`src/rtl/uart_rx_fifo_pkg.sv`:
```
// uart_rx_fifo_pkg: shared UART receive-path constants.
package uart_rx_fifo_pkg;
    localparam int UART_DATA_W = 8;
    localparam int DEF_DEPTH = 16;
    localparam logic [15:0] DEF_IDLE_CYC = 16'd2000;
endpackage

```
`src/rtl/sync_fifo.sv`:
```
// sync_fifo: first-word-fall-through synchronous FIFO with wrap-bit pointers.
module sync_fifo
    import uart_rx_fifo_pkg::*;
#(
    parameter int W = UART_DATA_W,
    parameter int DEPTH = DEF_DEPTH,
    parameter int AW = 4
) (
    input  logic          clk,
    input  logic          rst_n,
    input  logic          wr,
    input  logic [W-1:0]  din,
    input  logic          rd,
    output logic [W-1:0]  dout,
    output logic          valid,
    output logic [AW:0]   level,
    output logic          full
);
    localparam logic [AW:0] ONE = 1;
    logic [W-1:0] mem [DEPTH];
    logic [AW:0] wr_ptr, rd_ptr;
    logic do_rd, do_wr;
    assign level = wr_ptr - rd_ptr;
    assign valid = wr_ptr != rd_ptr;
    assign full = (wr_ptr[AW-1:0] == rd_ptr[AW-1:0]) && (wr_ptr[AW] != rd_ptr[AW]);
    assign do_rd = rd & valid;
    // a pop in the same cycle frees the slot, so a full FIFO can still accept
    assign do_wr = wr & (~full | do_rd);
    assign dout = mem[rd_ptr[AW-1:0]];
    always_ff @(posedge clk or negedge rst_n) begin
        if (!rst_n) begin
            wr_ptr <= '0;
            rd_ptr <= '0;
        end else begin
            if (do_wr) wr_ptr <= wr_ptr + ONE;
            if (do_rd) rd_ptr <= rd_ptr + ONE;
        end
    end
    always_ff @(posedge clk) begin
        if (do_wr) mem[wr_ptr[AW-1:0]] <= din;
    end
endmodule

```
`src/rtl/uart_rx_fifo.sv`:
```
// uart_rx_fifo: buffers received UART bytes, flags overflow and
// pulses idle once the line has been quiet for IDLE_CYC cycles after traffic.
module uart_rx_fifo
    import uart_rx_fifo_pkg::*;
#(
    parameter int DEPTH = DEF_DEPTH,
    parameter int AW = 4,
    parameter logic [15:0] IDLE_CYC = DEF_IDLE_CYC
) (
    input  logic                   clk,
    input  logic                   rst_n,
    input  logic [UART_DATA_W-1:0] rx_data,
    input  logic                   rx_done,
    output logic [UART_DATA_W-1:0] m_data,
    output logic                   m_valid,
    input  logic                   m_ready,
    output logic [AW:0]            level,
    output logic                   full,
    output logic                   overflow,
    input  logic                   ovf_clr,
    output logic                   idle
);
    localparam logic [15:0] TERM = IDLE_CYC - 16'd1;
    logic rx_done_d, wr_req, pop, drop, armed;
    logic [15:0] cnt;
    assign wr_req = rx_done & ~rx_done_d;
    assign pop = m_valid & m_ready;
    assign drop = wr_req & full & ~pop;
    // a new byte on the terminal cycle restarts the timer instead of pulsing
    assign idle = armed & (cnt == TERM) & ~wr_req;

    sync_fifo #(.W(UART_DATA_W), .DEPTH(DEPTH), .AW(AW)) u_fifo (
        .clk(clk),
        .rst_n(rst_n),
        .wr(wr_req),
        .din(rx_data),
        .rd(m_ready),
        .dout(m_data),
        .valid(m_valid),
        .level(level),
        .full(full)
    );

    always_ff @(posedge clk or negedge rst_n) begin
        if (!rst_n) begin
            rx_done_d <= 1'b0;
            overflow <= 1'b0;
            armed <= 1'b0;
            cnt <= '0;
        end else begin
            rx_done_d <= rx_done;
            overflow <= drop ? 1'b1 : ovf_clr ? 1'b0 : overflow;
            if (wr_req) begin
                cnt <= '0;
                armed <= 1'b1;
            end else if (armed) begin
                if (cnt == TERM) armed <= 1'b0;
                else cnt <= cnt + 16'd1;
            end
        end
    end
endmodule
```
`config.mk`:
```
export PLATFORM = sky130hd
export DESIGN_NAME = uart_rx_fifo
export DESIGN_NICKNAME = d
export VERILOG_FILES = /design/src/rtl/uart_rx_fifo_pkg.sv /design/src/rtl/sync_fifo.sv /design/src/rtl/uart_rx_fifo.sv
export SDC_FILE = /design/constraint.sdc
export NUM_CORES = 1
export LEC_CHECK = 0
export BUFFER_PORTS_ARGS = -buffer_cell sky130_fd_sc_hd__buf_4
export CAP_MARGIN = 20
export CORE_AREA = 2 2 152 154
export DETAILED_ROUTE_END_ITERATION = 7
export DIE_AREA = 0 0 154 156
export PLACE_DENSITY_LB_ADDON = 0.25
export SLEW_MARGIN = 10
export SYNTH_ARGS = -nofsm -noshare
export SYNTH_HDL_FRONTEND = slang
export SYNTH_SLANG_ARGS = --single-unit
```
`constraint.sdc`:
```
create_clock -name clk -period 8.1 [get_ports clk]
set_clock_uncertainty 0.1 [all_clocks]
set_input_delay 1.62 -clock clk [delete_from_list [all_inputs] [get_ports clk]]
set_output_delay 1.62 -clock clk [all_outputs]
set_load 0.02 [all_outputs]
```
==> results of run 1 <==
[sequential cells by signal, indices dropped and copies added (netlist names)]
register / cells
armed: 1
cnt: 16
overflow: 1
rx_done_d: 1
u_fifo.mem: 128
u_fifo.rd_ptr: 5
u_fifo.wr_ptr: 5
[synthesized netlist by cell type (all sizes together) (7+ instances only)]
cell type / count
a21oi: 10
a22oi: 16
and3: 15
buf: 8
clkbuf: 7
dfrtp: 29
edfxtp: 128
ha: 10
inv: 9
mux4: 32
nand2: 23
nand3: 12
nand4: 11
nor2: 19
o21ai: 8
xnor2: 13
[per-layer routing]
| metal | share of wire (%) | global-route usage [%] |
|---|---|---|
| met5 | 0 | 0 |
| met4 | 1.4 | 4.01 |
| met3 | 4.1 | 3.17 |
| met2 | 48 | 20.2 |
| met1 | 47 | 16.6 |
[per-stage QoR]
step | utilization [%] | hold WS, ps | area [um2]
final | 34.6 | 421 | 7740
after global routing | 34.6 | 447 | 7740
after CTS | 34.6 | 421 | 7740
after detailed placement | 32.0 | 391 | 7160
after global placement | 32.0 | 386 | 7160
after floorplan | - | 388 | 6640
[path summary, 6_finish.rpt]
check                                 start                to  cells after the start
min in group asynchronous             rst_n  u_fifo.rd_ptr[2]                      1
max                        u_fifo.rd_ptr[0]         m_data[2]                      5
min reg2reg                        overflow          overflow                      1
max in group asynchronous             rst_n  u_fifo.rd_ptr[0]                      1
max reg2reg                u_fifo.wr_ptr[3]  u_fifo.mem[0][6]                      4
min                                overflow          overflow                      1
[logic make-up (layout without fill, tap and decap cells)]
logic type | after synthesis | after routing
multiplexers | 32 | 32
buffers and inverters | 24 | 75
adder cells (fa/ha/maj) | 11 | 11
AO/OA/AOI/OAI | 46 | 46
AND/OR/NAND/NOR | 103 | 103
XOR/XNOR | 17 | 17
flip-flops | 157 | 157
[report_power, final]
group,switching [W],total [W],internal (W)
clock,0.000356,0.000763,0.000407
combinational,0.000517,0.000910,0.000394
sequential,0.0000698,0.00101,0.000944
total,0.000942,0.00269,0.00174
[area by class of cell]
class                           count  area share, %
Sequential cell                   157           59.1
Multi-Input combinational cell    209           25.1
Timing Repair Buffer               34           3.30
Tap cell                          285           4.61
Clock buffer                       17           5.50
Clock inverter                     15           1.92
Inverter                            9          0.437
==> metrics.txt, run 1 <==
Post CTS Setup Buffer Count=0; largest net degree at the start of global routing=35; critical path's slowest cell=mux4_1; Top FF cell, synth=edfxtp_1; P_leak=2.73 nW; Worst setup SP type=flip-flop; Num Clock Sinks=157; syn_area_per_cell=between 15 and 20 um2; first-pass GRT wire length=22.1 mm; Synth Net Count=414; WP data required=6380 ps; critical path class=reg -> out; outcome=finished, final reports clean; distinct cell type count after synthesis=45; die width=154 um; FFs w/ async S/R, synth=18.5%; FMAX=around 230 MHz; setup ws final=3790 ps; # IOs=30; Worst Setup End Kind=output pin; Tot Pwr=0.00269 W; DR iter-0 viols=between 150 and 200; relative slew slack=32.1%; Yosys top cell by area=edfxtp_1; fin. max-slew vios=0; Root Driver=clkbuf_16; CTS tree=built; Netlist Area Pre-Place=0.00664 mm2; top-area cell type share of the netlist area=57.9%; # DRC=0; adder-cell share of the synthesized area=2.19%; post-synthesis mux area share=11.5%; clock slew at reported path FFs=approximately 70 ps; Crit path buffers/inverters=2; largest family of logic cells by synthesized area=multiplexers; Crit path max-delay family=buffers and inverters; post-route ant nets=0; Seq cells post-synth=157; hold crit path type=reg -> reg; CTS max path bufs=2; total vias in the final route=3578; register area=around 0.0046 mm2; antenna violations before repair=0; synth-to-layout area growth=16.5%; DP HPWL=roughly 8.8 mm; Least-Margin Pin Slew=1020 ps; Reg2Reg Setup Slack=5300 ps; Num CTS Buffers=17; number of global-route vias before repair=3701; CORE AREA=0.0224 mm2; sequential fraction of the synthesis area=between 60% and 70%; setup TNS=0 ps; layout cells sized above 1=between 20 and 25%; Yosys warning count=0; NumNets Final=452; ANT cells=0; crit path DAT=2590 ps; EDFF count, synth=128; worst slack, placed=4020 ps; Die ar.=0.0240 mm2; total gr overflow=0; Synth Instances=390; Period minus WS final=roughly 4300 ps; setup violators final=0; Power per Cell Area=347 mW/mm2; most frequent cells in the layout=edfxtp_1, buf_4, dfrtp_1; RePlAce Congestion=0.775; Vias/cell=4.93; fin cells=about 730; Initial Util=roughly 30%; Die Y=156 um; dpl cells=694; filler cell count=2094; final hold violations=0; RSZ-0062 raised after global routing=no; commonest non-fill, non-tap cell in the layout=edfxtp_1; clk_lat worst skew=roughly 420 ps; Compound-Gate Fraction of Synth Area=4.84%; Hold Buf Count CTS=0; CP max stage delay=around 630 ps; # H-tree levels=4; worst path cell trace=buf_4 > mux4_1 > a22oi_1 > nand2_1 > buf_4; crit-path max FO=32; synth top area cells=edfxtp_1, dfrtp_1, mux4_2; FP Rows=55; WL per Instance=19.7 um; most used cell, CP=buf_4; Final Cycle Share=53.2%; PostCTS Resize Cnt=0; Port Buf Inserts=29; GRT Total Usage=12.5%; area of the multi-input gates=roughly 0.0019 mm2; Max IR drop VDD=~0.00031 V; TritonRoute pass-1 iters=4; WL final=roughly 14 mm; Synth Area in XOR/XNOR=2.36%; Post-Synth Simple-Gate Area=8.20%; Max-cap violations=0
No activity file was read; power rests on OpenSTA's default activity.
==> run 2, diff against run 1 <==
Clock period 8.1 ns to 4.1 ns, I/O delays scaled along.
==> run 2 against run 1 <==
  * Clock power increased by 130%
  * Sequential power is 100% higher
  * Register-to-register slack got worse by 3900 ps
  * Critical path type unchanged
  * Largest power group unchanged
  * Largest cell class unchanged
==> metrics.txt, run 2 (same netlist as run 1, synthesis figures left out) <==
Final Cycle Share=84.8%; critical path class=reg -> out; WL per Instance=19.6 um (-0.35%); setup violators final=0 (unchanged); Num Clock Sinks=157 (unchanged); layout cells sized above 1=21.0% (-0.50 points); total vias in the final route=3572 (-0.17%); Worst R2R Path Depth=4 (unchanged); Max IR drop VDD=0.000384 V (+25%); Final Cell Area=0.00784 mm2 (+1.3%); outcome=finished, final reports clean; TritonRoute pass-1 iters=4 (unchanged); Reg-to-Reg End=u_fifo.mem[7][3]; # H-tree levels=4 (unchanged); Critical path origin=u_fifo.rd_ptr[0]; hold crit path type=in -> async; Hold Buf Count CTS=0 (unchanged); register area=0.00457 mm2 (unchanged); Num CTS Buffers=17 (unchanged); first-pass GRT wire length=22.2 mm (+0.53%); Vias/cell=4.91 (-0.31%); final hold violations=0 (unchanged); filler cell count=2093 (-0.048%); area of the multi-input gates=0.00195 mm2 (unchanged); crit path DAT=2560 ps (-30 ps); clock slew at reported path FFs=60 ps (about the same); number of global-route vias before repair=3665 (-0.97%); crit-path max FO=17 (-47%); most frequent cells in the layout=edfxtp_1, buf_4, dfrtp_1; PostCTS Resize Cnt=0 (unchanged); # IOs=30 (unchanged); DP HPWL=9.26 mm (+5.0%); Tot Pwr=0.00559 W (+110%); Least-Margin Pin Slew=1030 ps (+18.7 ps); Power per Cell Area=713 mW/mm2 (+110%); Initial Util=29.7% (unchanged); RSZ-0062 raised after global routing=no; hold_ws=221 ps (-200 ps); FP Rows=55 (unchanged); flip-flop count of the largest register after layout=128 (unchanged); post-route ant nets=0 (unchanged); Post CTS Setup Buffer Count=0 (unchanged); setup TNS=0 ps (unchanged); GRT Total Usage=12.6% (+0.066 points); CTS max path bufs=2 (unchanged); die width=154 um (unchanged); WP data required=3180 ps (-3200 ps); Reg-to-Reg Start=u_fifo.rd_ptr[0]; CTS tree=built; total gr overflow=0 (unchanged); Root Driver=clkbuf_16; Worst Setup End Kind=output pin; WL final=14.3 mm (-0.21%); Die ar.=0.0240 mm2 (unchanged); synth-to-layout area growth=18.0%; DR iter-0 viols=313 (+73%); P_leak=2.78 nW (+2.0%); FMAX=288 MHz; # DRC=0 (unchanged); antenna violations before repair=0 (unchanged); Max-cap violations=0 (unchanged); ANT cells=0 (unchanged); Port Buf Inserts=29 (unchanged); Worst setup SP type=flip-flop; largest net degree at the start of global routing=35 (unchanged); NumNets Final=453 (+0.22%); CORE AREA=0.0224 mm2 (unchanged); relative slew slack=30.8% (-1.3 points); Worst Setup EP=m_data[0]; Die Y=156 um (unchanged); clk_lat worst skew=420 ps (about the same); Reg2Reg Setup Slack=1360 ps (-3940 ps); Period minus WS final=3480 ps; commonest non-fill, non-tap cell in the layout=edfxtp_1; fin. max-slew vios=0 (unchanged); placed inst area=0.00717 mm2 (+0.10%); RePlAce Congestion=0.718 (-7.4%)
## run 2: how the worst min path moves through the flow
stage,start,to,slack (ps),cells past startpoint
after floorplan,u_fifo.rd_ptr[3],u_fifo.rd_ptr[3],390,1
after global placement,overflow,overflow,390,1
after detailed placement,overflow,overflow,410,1
after CTS,rst_n,u_fifo.wr_ptr[1],220,1
after global routing,rst_n,u_fifo.wr_ptr[0],230,1
final,rst_n,u_fifo.wr_ptr[0],220,1
## run 2: through the flow
| step | utilization [%] | setup slack, ps | instances |
|---|---|---|---|
| 4_1_cts | 35.0 | 562 | 727 |
| 6_report | 35.0 | 623 | 727 |
| 3_3_place_gp | 32.1 | 1040 | 695 |
| 5_1_grt | 35.0 | 412 | 727 |
| 3_5_place_dp | 32.1 | 1020 | 695 |
| 2_1_floorplan | - | 1130 | 390 |
## run 2: worst max-delay path, stage by stage, from the launching register on
cell	delay [ps]
dfrtp_2	700
buf_4	370
mux4_2	530
a22oi_1	230
nand2_1	120
buf_4	170
## run 2: cell type report
class	count	area share [%]
sequential	157	58.3
timing repair buffer	35	3.35
clock inverter	14	3.03
multi-input combinational	209	24.8
tap	285	4.55
clock buffer	18	5.48
inverter	9	0.431
## run 2: routing by layer
metal	part of all wire, %	track usage [%]
met1	47	17.1
met2	48	19.8
met3	4.2	3.11
met4	0.88	4.27
met5	0	0
## run 2: where the power goes
part	internal [W]	switching, W	leakage [nW]
sequential	0.00187	0.000168	1.52
combinational	0.000784	0.000996	0.936
clock	0.00115	0.000629	0.322
total	0.00380	0.00179	2.78
==> run 3, diff against run 2 <==
Clock period 4.1 ns to 3.3 ns, I/O delays scaled along.
==> run 3 against run 2 <==
  * Via count up 0.11%
  * Sequential cell count unchanged
  * Core utilization up 0.073 points
  * Clock power up 7%
  * Worst hold slack worse by 170 ps
  * Critical path depth up 3
  * Critical endpoint is now level[4]
  * Largest power group unchanged
==> metrics.txt, run 3 (same netlist as run 1, synthesis figures left out) <==
FMAX=329 MHz; hold crit path type=in -> async; DR iter-0 viols=201 (-36%); RSZ-0062 raised after global routing=no; Final Cycle Share=92.0%; outcome=finished, final reports clean; Power per Cell Area=858 mW/mm2 (+20%); Period minus WS final=3040 ps; WL final=14.0 mm (-1.5%); worst slack, placed=401 ps (-622 ps); Port Buf Inserts=29 (unchanged); final hold violations=0 (unchanged); commonest non-fill, non-tap cell in the layout=edfxtp_1; Vias/cell=4.84 (-1.5%); flip-flop count of the largest register after layout=128 (unchanged); most frequent cells in the layout=edfxtp_1, buf_4, dfrtp_1; setup violators final=0 (unchanged); # DRC=0 (unchanged); total vias in the final route=3576 (+0.11%); Final Cell Area=0.00785 mm2 (+0.21%); Root Driver=clkbuf_16; number of global-route vias before repair=3782 (+3.2%); die width=154 um (unchanged); clk_lat worst skew=420 ps (about the same); Worst Setup End Kind=output pin; DP HPWL=9.11 mm (-1.6%); FP Rows=55 (unchanged); # IOs=30 (unchanged); Die Y=156 um (unchanged); P_leak=2.80 nW (+0.79%); Num Clock Sinks=157 (unchanged); crit-path max FO=4 (-13); CTS tree=built; final core utilization=35.1% (+0.073 points); post-route ant nets=0 (unchanged); filler cell count=2091 (-0.096%); total gr overflow=0 (unchanged); ANT cells=0 (unchanged); CTS max path bufs=2 (unchanged); crit path DAT=2280 ps (-280 ps); largest net degree at the start of global routing=35 (unchanged); WP data required=2540 ps (-640 ps); TritonRoute pass-1 iters=5 (+1); setup ws final=264 ps (-359 ps); hold_ws=50.8 ps (-171 ps); WL per Instance=19.0 um (-3.1%); critical path class=reg -> out; Max IR drop VDD=0.00100 V (+160%); Least-Margin Pin Slew=899 ps (-135 ps); relative slew slack=39.9% (+9.0 points); Initial Util=29.7% (unchanged); clock slew at reported path FFs=70 ps (about the same); antenna violations before repair=0 (unchanged); RePlAce Congestion=0.734 (+2.3%); CORE AREA=0.0224 mm2 (unchanged); synth-to-layout area growth=18.3%; # H-tree levels=4 (unchanged); Die ar.=0.0240 mm2 (unchanged); Max-cap violations=0 (unchanged); placed inst area=0.00721 mm2 (+0.63%); Num CTS Buffers=17 (unchanged); first-pass GRT wire length=22.2 mm (+0.13%); Worst setup SP type=flip-flop; fin. max-slew vios=0 (unchanged); NumNets Final=465 (+2.6%); GRT Total Usage=12.5% (-0.10 points); layout cells sized above 1=23.8% (+2.7 points); setup TNS=0 ps (unchanged)
## run 3: cell types whose count changed in the layout (fill, tap and decap cells not counted), sizes merged
cell	previous run	this run
buf	35	47
bufinv	6	0
inv	13	18
clkinv	3	5
clkbuf	18	17
## run 3: path summary, 6_finish.rpt
check | cells after the start | endpoint | slack [ps] | from
setup / recovery | 8 | level[4] | 260 | u_fifo.wr_ptr[0]
hold / removal | 1 | armed | 50 | rst_n
setup reg to reg | 4 | u_fifo.mem[4][1] | 630 | u_fifo.wr_ptr[2]
hold reg to reg | 1 | overflow | 400 | overflow
max in group asynchronous | 1 | u_fifo.rd_ptr[0] | 2730 | rst_n
min in group clk | 1 | rx_done_d | 260 | rx_done
## run 3: power breakdown
part           switching, W  total (W)  internal, W  leakage (nW)
clock network      0.000885    0.00190      0.00101         0.285
logic               0.00128    0.00235      0.00107         0.995
registers          0.000170    0.00249      0.00232          1.52
## run 3: routing by layer
metal	up-vias	GRT usage, %	wire length [um]	share of wire [%]
met1	1846	17.5	6900	49
met3	8	3.11	388	2.8
met2	50	18.9	6590	47
li1	1672	-	-	-
met5	-	0	0	0
met4	0	4.41	162	1.2
## run 3: metrics by stage
step / total power [W] / std cells
after floorplan: 0.00406 / 390
after global placement: 0.00483 / 701
after detailed placement: 0.00486 / 701
after CTS: 0.00678 / 733
after global routing: 0.00714 / 739
final: 0.00674 / 739
## run 3: worst max-delay path, cell delays in order (launching register included)
cell     delay, ps
dfrtp_1        420
inv_1          150
ha_1           170
inv_1           60
fa_1           400
a21o_1         190
a21oi_1        170
xnor2_1        140
buf_4          160
## run 3: layout make-up
class	instances	area [um2]	share of cell area (%)
Multi-Input combinational cell	209	1950	24.8
Tap cell	285	357	4.54
Clock inverter	15	165	2.10
Timing Repair Buffer	47	353	4.49
Clock buffer	17	425	5.42
Sequential cell	157	4570	58.2
Inverter	9	33.8	0.430
## run 3: what timing repair did
item / 4_1_cts / 5_1_grt
cloned: 0 / 0
gates resized for setup: 1 / 0
hold buffers: 0 / 0
buffers inserted: 0 / 6
endpoints found under the setup margin: 7 / 4
pin swaps: 0 / 0
